<file path="src/rtl/timer_ctrl_4b.sv">
// rtl/timer_ctrl_4b.sv - timer controller: prescaled up-count to a period, one-shot/periodic, tc pulse, sticky irq/overrun
// Three-process FSM (IDLE/RUN/DONE) sequencing a synchronous count datapath.
module timer_ctrl_4b #(
  parameter int WIDTH = 4,
  parameter int PRE_W = 4
) (
  input  logic             i_clk,
  input  logic             i_clr_b,
  input  logic             i_cfg_we,
  input  logic [WIDTH-1:0] i_cfg_period,
  input  logic [PRE_W-1:0] i_cfg_presc,
  input  logic             i_cfg_mode,
  input  logic             i_start,
  input  logic             i_stop,
  input  logic             i_irq_ack,
  output logic [WIDTH-1:0] o_cnt,
  output logic             o_tc,
  output logic             o_busy,
  output logic             o_irq,
  output logic             o_ovr
);

  typedef enum logic [1:0] {
    ST_IDLE = 2'd0,
    ST_RUN  = 2'd1,
    ST_DONE = 2'd2
  } state_t;

  localparam logic [WIDTH-1:0] CNT_ONE = WIDTH'(1);
  localparam logic [PRE_W-1:0] PSC_ONE = PRE_W'(1);

  state_t           r_state;
  state_t           w_state_nxt;
  logic [WIDTH-1:0] r_period;
  logic [PRE_W-1:0] r_presc;
  logic             r_mode;
  logic [WIDTH-1:0] r_cnt;
  logic [PRE_W-1:0] r_psc_cnt;
  logic             r_tc;
  logic             r_irq;
  logic             r_ovr;

  logic w_run;
  logic w_cfg_ok;
  logic w_launch;
  logic w_tick;
  logic w_at_tc;
  logic w_tc_set;

  assign w_run    = (r_state == ST_RUN);
  assign w_cfg_ok = i_cfg_we && !w_run;
  assign w_launch = !w_run && i_start && !i_stop;
  assign w_tick   = w_run && (r_psc_cnt == r_presc);
  assign w_at_tc  = w_tick && (r_cnt == r_period);
  // stop wins over a terminal tick landing on the same edge
  assign w_tc_set = w_at_tc && !i_stop;

  always_ff @(posedge i_clk or negedge i_clr_b) begin
    if (!i_clr_b) begin
      r_state <= ST_IDLE;
    end else begin
      r_state <= w_state_nxt;
    end
  end

  always_comb begin
    w_state_nxt = r_state;
    case (r_state)
      ST_IDLE, ST_DONE: begin
        if (w_launch) begin
          w_state_nxt = ST_RUN;
        end
      end
      ST_RUN: begin
        if (i_stop) begin
          w_state_nxt = ST_IDLE;
        end else if (w_at_tc && !r_mode) begin
          w_state_nxt = ST_DONE;
        end
      end
      default: w_state_nxt = ST_IDLE;
    endcase
  end

  always_comb begin
    o_busy = (r_state == ST_RUN);
  end

  // Config latches alongside a coincident start so the new values govern that run
  always_ff @(posedge i_clk or negedge i_clr_b) begin
    if (!i_clr_b) begin
      r_period <= '0;
      r_presc  <= '0;
      r_mode   <= 1'b0;
    end else if (w_cfg_ok) begin
      r_period <= i_cfg_period;
      r_presc  <= i_cfg_presc;
      r_mode   <= i_cfg_mode;
    end
  end

  always_ff @(posedge i_clk or negedge i_clr_b) begin
    if (!i_clr_b) begin
      r_cnt     <= '0;
      r_psc_cnt <= '0;
    end else if (w_launch) begin
      r_cnt     <= '0;
      r_psc_cnt <= '0;
    end else if (w_run && !i_stop) begin
      r_psc_cnt <= w_tick ? '0 : (r_psc_cnt + PSC_ONE);
      if (w_tick) begin
        if (r_cnt == r_period) begin
          if (r_mode) begin
            r_cnt <= '0;
          end
        end else begin
          r_cnt <= r_cnt + CNT_ONE;
        end
      end
    end
  end

  always_ff @(posedge i_clk or negedge i_clr_b) begin
    if (!i_clr_b) begin
      r_tc  <= 1'b0;
      r_irq <= 1'b0;
      r_ovr <= 1'b0;
    end else begin
      r_tc <= w_tc_set;
      if (w_tc_set) begin
        r_irq <= 1'b1;
      end else if (i_irq_ack) begin
        r_irq <= 1'b0;
      end
      if (w_cfg_ok) begin
        r_ovr <= 1'b0;
      end else if (w_tc_set && r_irq && !i_irq_ack) begin
        r_ovr <= 1'b1;
      end
    end
  end

  assign o_cnt = r_cnt;
  assign o_tc  = r_tc;
  assign o_irq = r_irq;
  assign o_ovr = r_ovr;

endmodule

</file>
<file path="config.mk">
export PLATFORM = sky130hd
export DESIGN_NAME = timer_ctrl_4b
export DESIGN_NICKNAME = d
export VERILOG_FILES = /design/src/rtl/timer_ctrl_4b.sv
export SDC_FILE = /design/constraint.sdc
export NUM_CORES = 1
export LEC_CHECK = 0
export ABC_AREA = 1
export CORE_AREA = 2 2 53 55
export CTS_BUF_LIST = sky130_fd_sc_hd__clkbuf_8 sky130_fd_sc_hd__clkbuf_16
export DETAILED_ROUTE_END_ITERATION = 8
export DIE_AREA = 0 0 55 57
export HOLD_SLACK_MARGIN = 0.08
export MAX_ROUTING_LAYER = met4
export PLACE_DENSITY = 0.85
export SLEW_MARGIN = 15
export SYNTH_ARGS = -nofsm -noshare
export SYNTH_HDL_FRONTEND = slang
export SYNTH_SLANG_ARGS = --single-unit
</file>
<file path="constraint.sdc">
create_clock -name i_clk -period 3.97 [get_ports i_clk]
set_clock_uncertainty 0.1 [all_clocks]
set_input_delay 0.397 -clock i_clk [delete_from_list [all_inputs] [get_ports i_clk]]
set_output_delay 0.397 -clock i_clk [all_outputs]
set_load 0.005 [all_outputs]
</file>
==> results.md, run 1 <==
- The highest achievable clock rate is 531 MHz.
- The highest ir drop seen on vdd is 0.000308 V.
- The deepest clock path buffer count is 2.
- The average routed wire per standard cell is 10.5 µm.
- The area inside the core boundary is 2620 µm².
- The antenna diode count is 0.
- Setup violations remaining at the end of the flow were counted as 0.
- The count of different cell masters after synthesis is 23.
- The mapped netlist covers 1240 µm².
- The number of antenna violations at the first check in global routing is 0.
- After floorplanning, the core was divided into 19 placement rows.
- The share of async-settable or async-resettable flops after synthesis is 100%.
- The launch point of the worst path is r_state[1].
- Of the total synthesized cell area, the portion taken by XOR and XNOR cells is 4.24%.
- For this run, the slowest stage of the critical path takes 0.50 ns.
- By area, the combinational part of the netlist is dominated by simple AND/OR/NAND/NOR gates.
- The fill cell instance count of the final layout is 254.
- After synthesis, the most frequently instantiated cells are 53 x nand2_1, 25 x inv_1, 22 x dfrtp_1.
- After technology mapping, the gate count stands at 159.
- The highest net fanout along the worst path is 4.
- The number of H-tree branching levels is 1.
- Setup repair after global routing left no endpoint under its margin.
- The final setup slack of the worst path is 2.09 ns.
- The worst register-to-register path ends at o_cnt[3].
- The number of sinks handled by clock tree synthesis is 22.
- The die span in y is 57 µm.
- The synthesized area per cell is 7.79 µm².
- The total power per unit cell area is 608 nW/µm².
- The number of flops mapped to enable cells by yosys is 0.
- The worst hold-check path type is reg -> reg.
- Across the whole layout, storage elements account for 551 µm².
- The proportion of layout cells with a drive suffix above 1 is 10.3%.
- The synthesized design devotes to its leading area cell type 44.4% of total area.
- After synthesis, the share of cell area in mux cells is 0%.
- The total overflow left after global routing is 0.
- The run finished with clean final reports.
- Walking the worst path, the cells encountered are inv_1, nand2_2, clkinv_2, clkdlybuf4s50_1.
- The clock slew seen by the registers of the worst setup and hold paths is 0.08 ns.
- The die covers 3140 µm².
- The simple logic cell fraction of the synthesized area is 34.7%.
- TritonCTS created 3 clock buffers.
- The critical path ends at o_busy.
- The detailed-router iteration count before antenna repair is 4.
- The total count of max-transition violations in the final report is 0.
- The cell family contributing the most delay on the critical path is buffers and inverters.
- The estimated wirelength of the detail-placed design is 1.72 mm.
- The synthesized netlist devotes 6.16% of its cell area to compound gates.
- The global-route wire length before repair is 3.94 mm.
- The count of cells resized by post-cts repair is 0.
- Summed over all instances, the cell type with the most area after synthesis is dfrtp_1.
- The element type at the critical path end is an output pin.
- The detail route stage leaves a number of antenna-violating nets equal to 0.
- The routed layout has 1,037 vias.
- The slowest cell on the critical path is clkdlybuf4s50_1.
- The number of port buffers is 22.
- In the post-synthesis netlist, the cell with the most instances is nand2_1.
- After routing, the total negative slack on setup checks comes to 0 ns.
- The clock tree from TritonCTS is yes.
- The area added between synthesis and finish is 26.3%.
- The routed design could run at a clock period as short as 1.88 ns.
- Excluding fillers, the count of instances in the completed layout stands at 215.
- In the final layout, the multi-input gates occupy 584 µm².
- The number of placed cells counting well taps is 211.
- Together, buffers and inverters on the worst path number 3.
- In this run, post-CTS hold repair placed 0 buffers.
- The actual transition at the worst max-transition pin is 0.944 ns.
- Entering global routing, the biggest net connects 23 pins.
- The total I/O pin count is 23.
- Dividing the detail-routed via count by the number of cells gives 4.82.
- The register-to-register setup slack is 2.53 ns.
- The number of post-CTS setup repair buffers is 0.
- Counting flops and latches in the post-synthesis netlist gives 22.
- For this run, design rule violations remaining after detail routing come to 0.
- Among all flip-flop cells after synthesis, the most frequent one is dfrtp_1.
- Wires add up to 2.26 mm.
- Of the available clock period, the critical path in the final layout requires 47.5%.
- The via count of the first global-routing pass is 957.
- The post-synth net total is 176.
- The yosys synthesis warning count is 0.
- The total count of hold-check failures in the final report was 0.
- After synthesis, flip-flops and latches occupy 44.4% of the total area.
- The insertion delay to the later sink of the worst-skew pair is 0.27 ns.
- From left edge to right edge, the die measures 55 µm.
- The starting utilization of the core area is 47.4%.
- The buffer cell driving the clock tree root is clkbuf_8.
- The synthesized netlist devotes 2.02% of its cell area to adder and majority cells.
- The minimum setup slack after placement is 2.04 ns.
- Routability-driven placement finished with a final weighted congestion of 0.788.
- Data on the critical path arrives at its endpoint at 1.39 ns.
- The layout net count is 202.
- Headroom to the max-slew limit came out at 36.9%.
- In the post-synthesis netlist, the biggest area contributors are dfrtp_1 44%, nand2_1 16%, inv_1 7.6%.
- Global routing used 17.8% of the available tracks across all layers.
- Across the run, the number of max-cap violations was 0.
- The leakage dissipation is 0.000806 µW.
- By startpoint and endpoint, the worst setup path is classified as reg -> out.
- The startpoint class of the critical path is a flip-flop.
- At the worst endpoint, the required time is 3.47 ns.
- Counting buffers and inverters, the worst setup path is 4 cells deep.
- For this block, the initial DRC count from the detailed router was 14.
- The worst register-to-register path has a depth of 9.
- The critical register-to-register path startpoint is o_cnt[0].
power breakdown:
part / switching, µW / total (µW) / leakage [µW] / internal, µW
clock: 73.9 / 209 / 0.0000357 / 135
combinational: 234 / 385 / 0.000484 / 150
sequential: 63.0 / 357 / 0.000286 / 294
cells by family (layout without fill, tap and decap cells):
family	count (synthesis)	after routing
AO/OA/AOI/OAI	14	14
XOR/XNOR	6	6
adder cells (fa/ha/maj)	2	2
buffers and inverters	27	52
flip-flops	22	22
AND/OR/NAND/NOR	88	88
layer usage:
| layer | global-route usage [%] | vias up | wire, µm |
|---|---|---|---|
| li1 | - | 536 | - |
| met1 | 21.9 | 472 | 1070 |
| met2 | 28.4 | 24 | 1070 |
| met3 | 3.14 | 5 | 86 |
| met4 | 7.32 | 0 | 39 |
| met5 | - | - | 0 |
worst min-delay path: stages (launching register included):
cell	delay, ns
dfrtp_1	0.38
inv_1	0.06
a21oi_1	0.06
sequential cells by signal, summed over array words and instances (netlist names):
| register | count |
|---|---|
| r_mode | 1 |
| r_psc_cnt | 4 |
| o_tc | 1 |
| r_period | 4 |
| r_state | 2 |
| r_presc | 4 |
| o_cnt | 4 |
| o_irq | 1 |
| o_ovr | 1 |
cells in the final DEF (no fill, tap or decap), drive strengths merged:
| cell type | instances |
|---|---|
| dfrtp | 22 |
| nor2 | 14 |
| a211o | 1 |
| inv | 25 |
| xor2 | 5 |
| o211ai | 1 |
| nand3 | 10 |
| ha | 2 |
| clkdlybuf4s50 | 22 |
| o21ai | 9 |
| clkbuf | 3 |
| bufinv | 1 |
| or2 | 1 |
| xnor2 | 1 |
| nand4 | 2 |
| a21oi | 3 |
| clkinv | 1 |
| nor3 | 1 |
| nand2 | 60 |
through the flow:
stage / total power, µW / util (%) / hold slack (ns) / cell area, µm²
after floorplan: 644 / - / 0.00141 / 1240
after global placement: 739 / 57.1 / 0.406 / 1490
after detailed placement: 749 / 57.1 / 0.432 / 1490
after global routing: 1030 / 59.8 / 0.471 / 1560
final: 950 / 59.8 / 0.437 / 1560
after CTS: 960 / 59.8 / 0.445 / 1560
layout make-up:
class                      instances  area share, %
multi-input combinational        110           37.4
timing repair buffer              22           14.1
clock inverter                     1           1.92
inverter                          26           6.32
clock buffer                       3           2.64
tap                               31           2.48
sequential                        22           35.2
worst min path at each step:
| stage | start | depth (start not counted) | end | slack (ns) |
|---|---|---|---|---|
| 3_5_place_dp | o_ovr | 2 | o_ovr | 0.43 |
| 5_1_grt | o_ovr | 2 | o_ovr | 0.47 |
| 3_3_place_gp | o_ovr | 2 | o_ovr | 0.41 |
| 6_report | o_ovr | 2 | o_ovr | 0.44 |
| 2_1_floorplan | i_clr_b | 0 | o_cnt[0] | 0.001 |
| 4_1_cts | o_ovr | 2 | o_ovr | 0.44 |
Power figures use the tool's default switching activity.
==> run 2, diff against run 1 <==
==> constraint.sdc (replaced) <==
create_clock -name i_clk -period 1.8 [get_ports i_clk]
set_clock_uncertainty 0.1 [all_clocks]
set_input_delay 0.18 -clock i_clk [delete_from_list [all_inputs] [get_ports i_clk]]
set_output_delay 0.18 -clock i_clk [all_outputs]
set_load 0.005 [all_outputs]
==> results.md, run 2 (synthesis gave the netlist of run 1 again) <==
- The antenna diode count was 0 (unchanged).
- Outcome: finished, final reports clean (unchanged).
- The largest net degree at the start of global routing is 23 (unchanged).
- The layout net count is 205 (was 202).
- The via count came to 1,034 (was 1,037).
- The overall die width is 55 µm (unchanged).
- The average routed wire per standard cell is 10.8 µm (was 10.5 µm).
- The TritonCTS buffer count was 3 (unchanged).
- The startpoint class of the critical path is a flip-flop (unchanged).
- The proportion of layout cells with a drive suffix above 1 came to 11.8% (was 10.3%).
- The final critical path takes up 93.2% of the cycle.
- The leakage dissipation is 0.000813 µW (was 0.000806 µW).
- The number of setup violations in the final report is 0 (unchanged).
- The count of cells resized by post-cts repair is 0 (unchanged).
- The total detailed-routing wirelength was 2.37 mm (was 2.26 mm).
- The setup TNS came to 0 ns (unchanged).
- The insertion delay to the later sink of the worst-skew pair is 0.26 ns (was 0.27 ns).
- The number of sinks handled by clock tree synthesis is 22 (unchanged).
- The area added between synthesis and finish is 26.8% (was 26.3%).
- The detailed-router iteration count before antenna repair came to 4 (unchanged).
- The number of H-tree branching levels is 1 (unchanged).
- The detailed router's first-iteration violation count is 25 (was 14).
- The area inside the core boundary is 2620 µm² (unchanged).
- The endpoint arrival time on the critical path was 1.40 ns (was 1.39 ns).
- The critical path class is reg -> out (unchanged).
- The max-slew headroom at the worst pin is 81.8% (was 36.9%).
- The top cell family by delay on the critical path is buffers and inverters (unchanged).
- The highest ir drop seen on vdd was 0.000659 V (was 0.000308 V).
- The number of port buffers was 22 (unchanged).
- The worst hold-check path type is in -> async (was reg -> reg).
- The global-route wire length before repair was 4.20 mm (was 3.94 mm).
- The highest net fanout along the worst path is 4 (unchanged).
- The total count of hold-check failures in the final report is 0 (unchanged).
- The minimum period implied by the final worst setup slack is 1.68 ns.
- The via count of the first global-routing pass was 1,051 (was 957).
- The number of hold-repair buffers added at the cts stage came to 0 (unchanged).
- The starting utilization of the core area is 47.4% (unchanged).
- The slowest cell on the critical path was clkdlybuf4s50_1 (unchanged).
- The highest achievable clock rate is 596 MHz.
- The area of the die is 3140 µm² (unchanged).
- The required time of the critical path is 1.52 ns (was 3.47 ns).
- The estimated wirelength of the detail-placed design is 1.83 mm (was 1.72 mm).
- The number of violations of the max-capacitance limit came to 0 (unchanged).
- The weighted congestion at the end of routability-driven global placement is 0.895 (was 0.788).
- The remaining antenna violation count is 0 (unchanged).
- The fraction of the core area covered by cells at the end of the flow is 60.0% (was 59.8%).
- The buffer cell driving the clock tree root is clkbuf_8 (unchanged).
- The die span in y is 57 µm (unchanged).
- The clock slew seen by the registers of the worst setup and hold paths is 0.08 ns (about the same).
- The number of antenna violations at the first check in global routing was 0 (unchanged).
- The deepest clock path buffer count is 2 (unchanged).
- The post-detailed-route via-to-cell ratio is 4.74 (was 4.82).
- The global-route total usage across every layer is 19.1% (was 17.8%).
- The total count of max-transition violations in the final report is 0 (unchanged).
- Sequence of cells on the critical path: nand2_2, clkinv_2, clkdlybuf4s50_1 (was inv_1, nand2_2, clkinv_2, clkdlybuf4s50_1).
- Setup repair after global routing missed its margin: no (unchanged).
- The total grt overflow is 0 (unchanged).
- The total I/O pin count is 23 (unchanged).
- The critical path buffer and inverter count is 2 (was 3).
- The stage delay of the slowest cell on the critical path came to 0.50 ns (about the same).
- The number of post-CTS setup repair buffers was 0 (unchanged).
- The element type at the critical path end is an output pin (unchanged).
- Most frequent cells in the layout: 53 x nand2_1, 25 x inv_1, 22 x clkdlybuf4s50_1, 22 x dfrtp_1, 10 x nor2_1 (unchanged).
- The number of rows created at floorplan is 19 (unchanged).
- The most common library cell in the layout ignoring fill and taps is nand2_1 (unchanged).
- The total power per unit cell area was 1280 nW/µm² (was 608 nW/µm²).
- The actual transition at the worst max-transition pin was 0.273 ns (was 0.944 ns).
- The clock tree from TritonCTS is yes (unchanged).
- The final routed DRC violation total is 0 (unchanged).
- The total design power came to 2010 µW (was 950 µW).
-- run 2: cell count changes in the layout (fill, tap and decap cells not counted) --
cell,before,now
bufinv_16,1,0
clkbuf_8,3,4
buf_4,0,3
-- run 2: layer usage --
metal	vias to the layer above	track usage (%)	wire (µm)
met1	462	22.6	1030
met5	-	-	0
met3	4	3.14	104
met2	21	30.6	1210
li1	547	-	-
met4	0	9.76	23
-- run 2: per-stage QoR --
step | worst slack [ns] | area, µm² | std cells | hold slack [ns]
2_1_floorplan | 0.497 | 1240 | 159 | -0.216
3_3_place_gp | 0.219 | 1520 | 214 | 0.406
3_5_place_dp | 0.187 | 1520 | 214 | 0.427
4_1_cts | 0.114 | 1570 | 218 | 0.170
5_1_grt | 0.0593 | 1570 | 218 | 0.176
6_report | 0.123 | 1570 | 218 | 0.159
-- run 2: path summary, 6_finish.rpt --
kind / from / to / slack [ns] / depth (start not counted)
max: r_state[0] / o_busy / 0.12 / 3
min: i_clr_b / o_tc / 0.16 / 2
max reg2reg: r_state[0] / o_cnt[2] / 0.37 / 9
min reg2reg: o_ovr / o_ovr / 0.43 / 2
max in group asynchronous: i_clr_b / r_period[1] / 1.22 / 2
min in group i_clk: i_cfg_presc[2] / r_presc[2] / 0.34 / 3
-- run 2: report_power, final --
part	switching (µW)	total, µW	internal (µW)	leakage, µW
clock	157	352	195	0.0000288
combinational	526	870	345	0.000498
sequential	142	790	648	0.000286
-- run 2: area by class of cell --
| type | instances | area, µm² |
|---|---|---|
| inverter | 26 | 98.8 |
| sequential | 22 | 551 |
| tap | 31 | 38.8 |
| timing repair buffer | 25 | 243 |
| fill | 228 | 1040 |
| clock buffer | 4 | 55.1 |
| multi-input combinational | 110 | 584 |
==> run 3, diff against run 2 <==
--- a/config.mk
+++ b/config.mk
@@ -6,6 +6,7 @@
 export NUM_CORES = 1
 export LEC_CHECK = 0
 export ABC_AREA = 1
+export CAP_MARGIN = 20
 export CORE_AREA = 2 2 53 55
 export CTS_BUF_LIST = sky130_fd_sc_hd__clkbuf_8 sky130_fd_sc_hd__clkbuf_16
 export DETAILED_ROUTE_END_ITERATION = 8
==> results of run 3 <==
The final DEF is identical to that of run 2; final timing and power are the same.
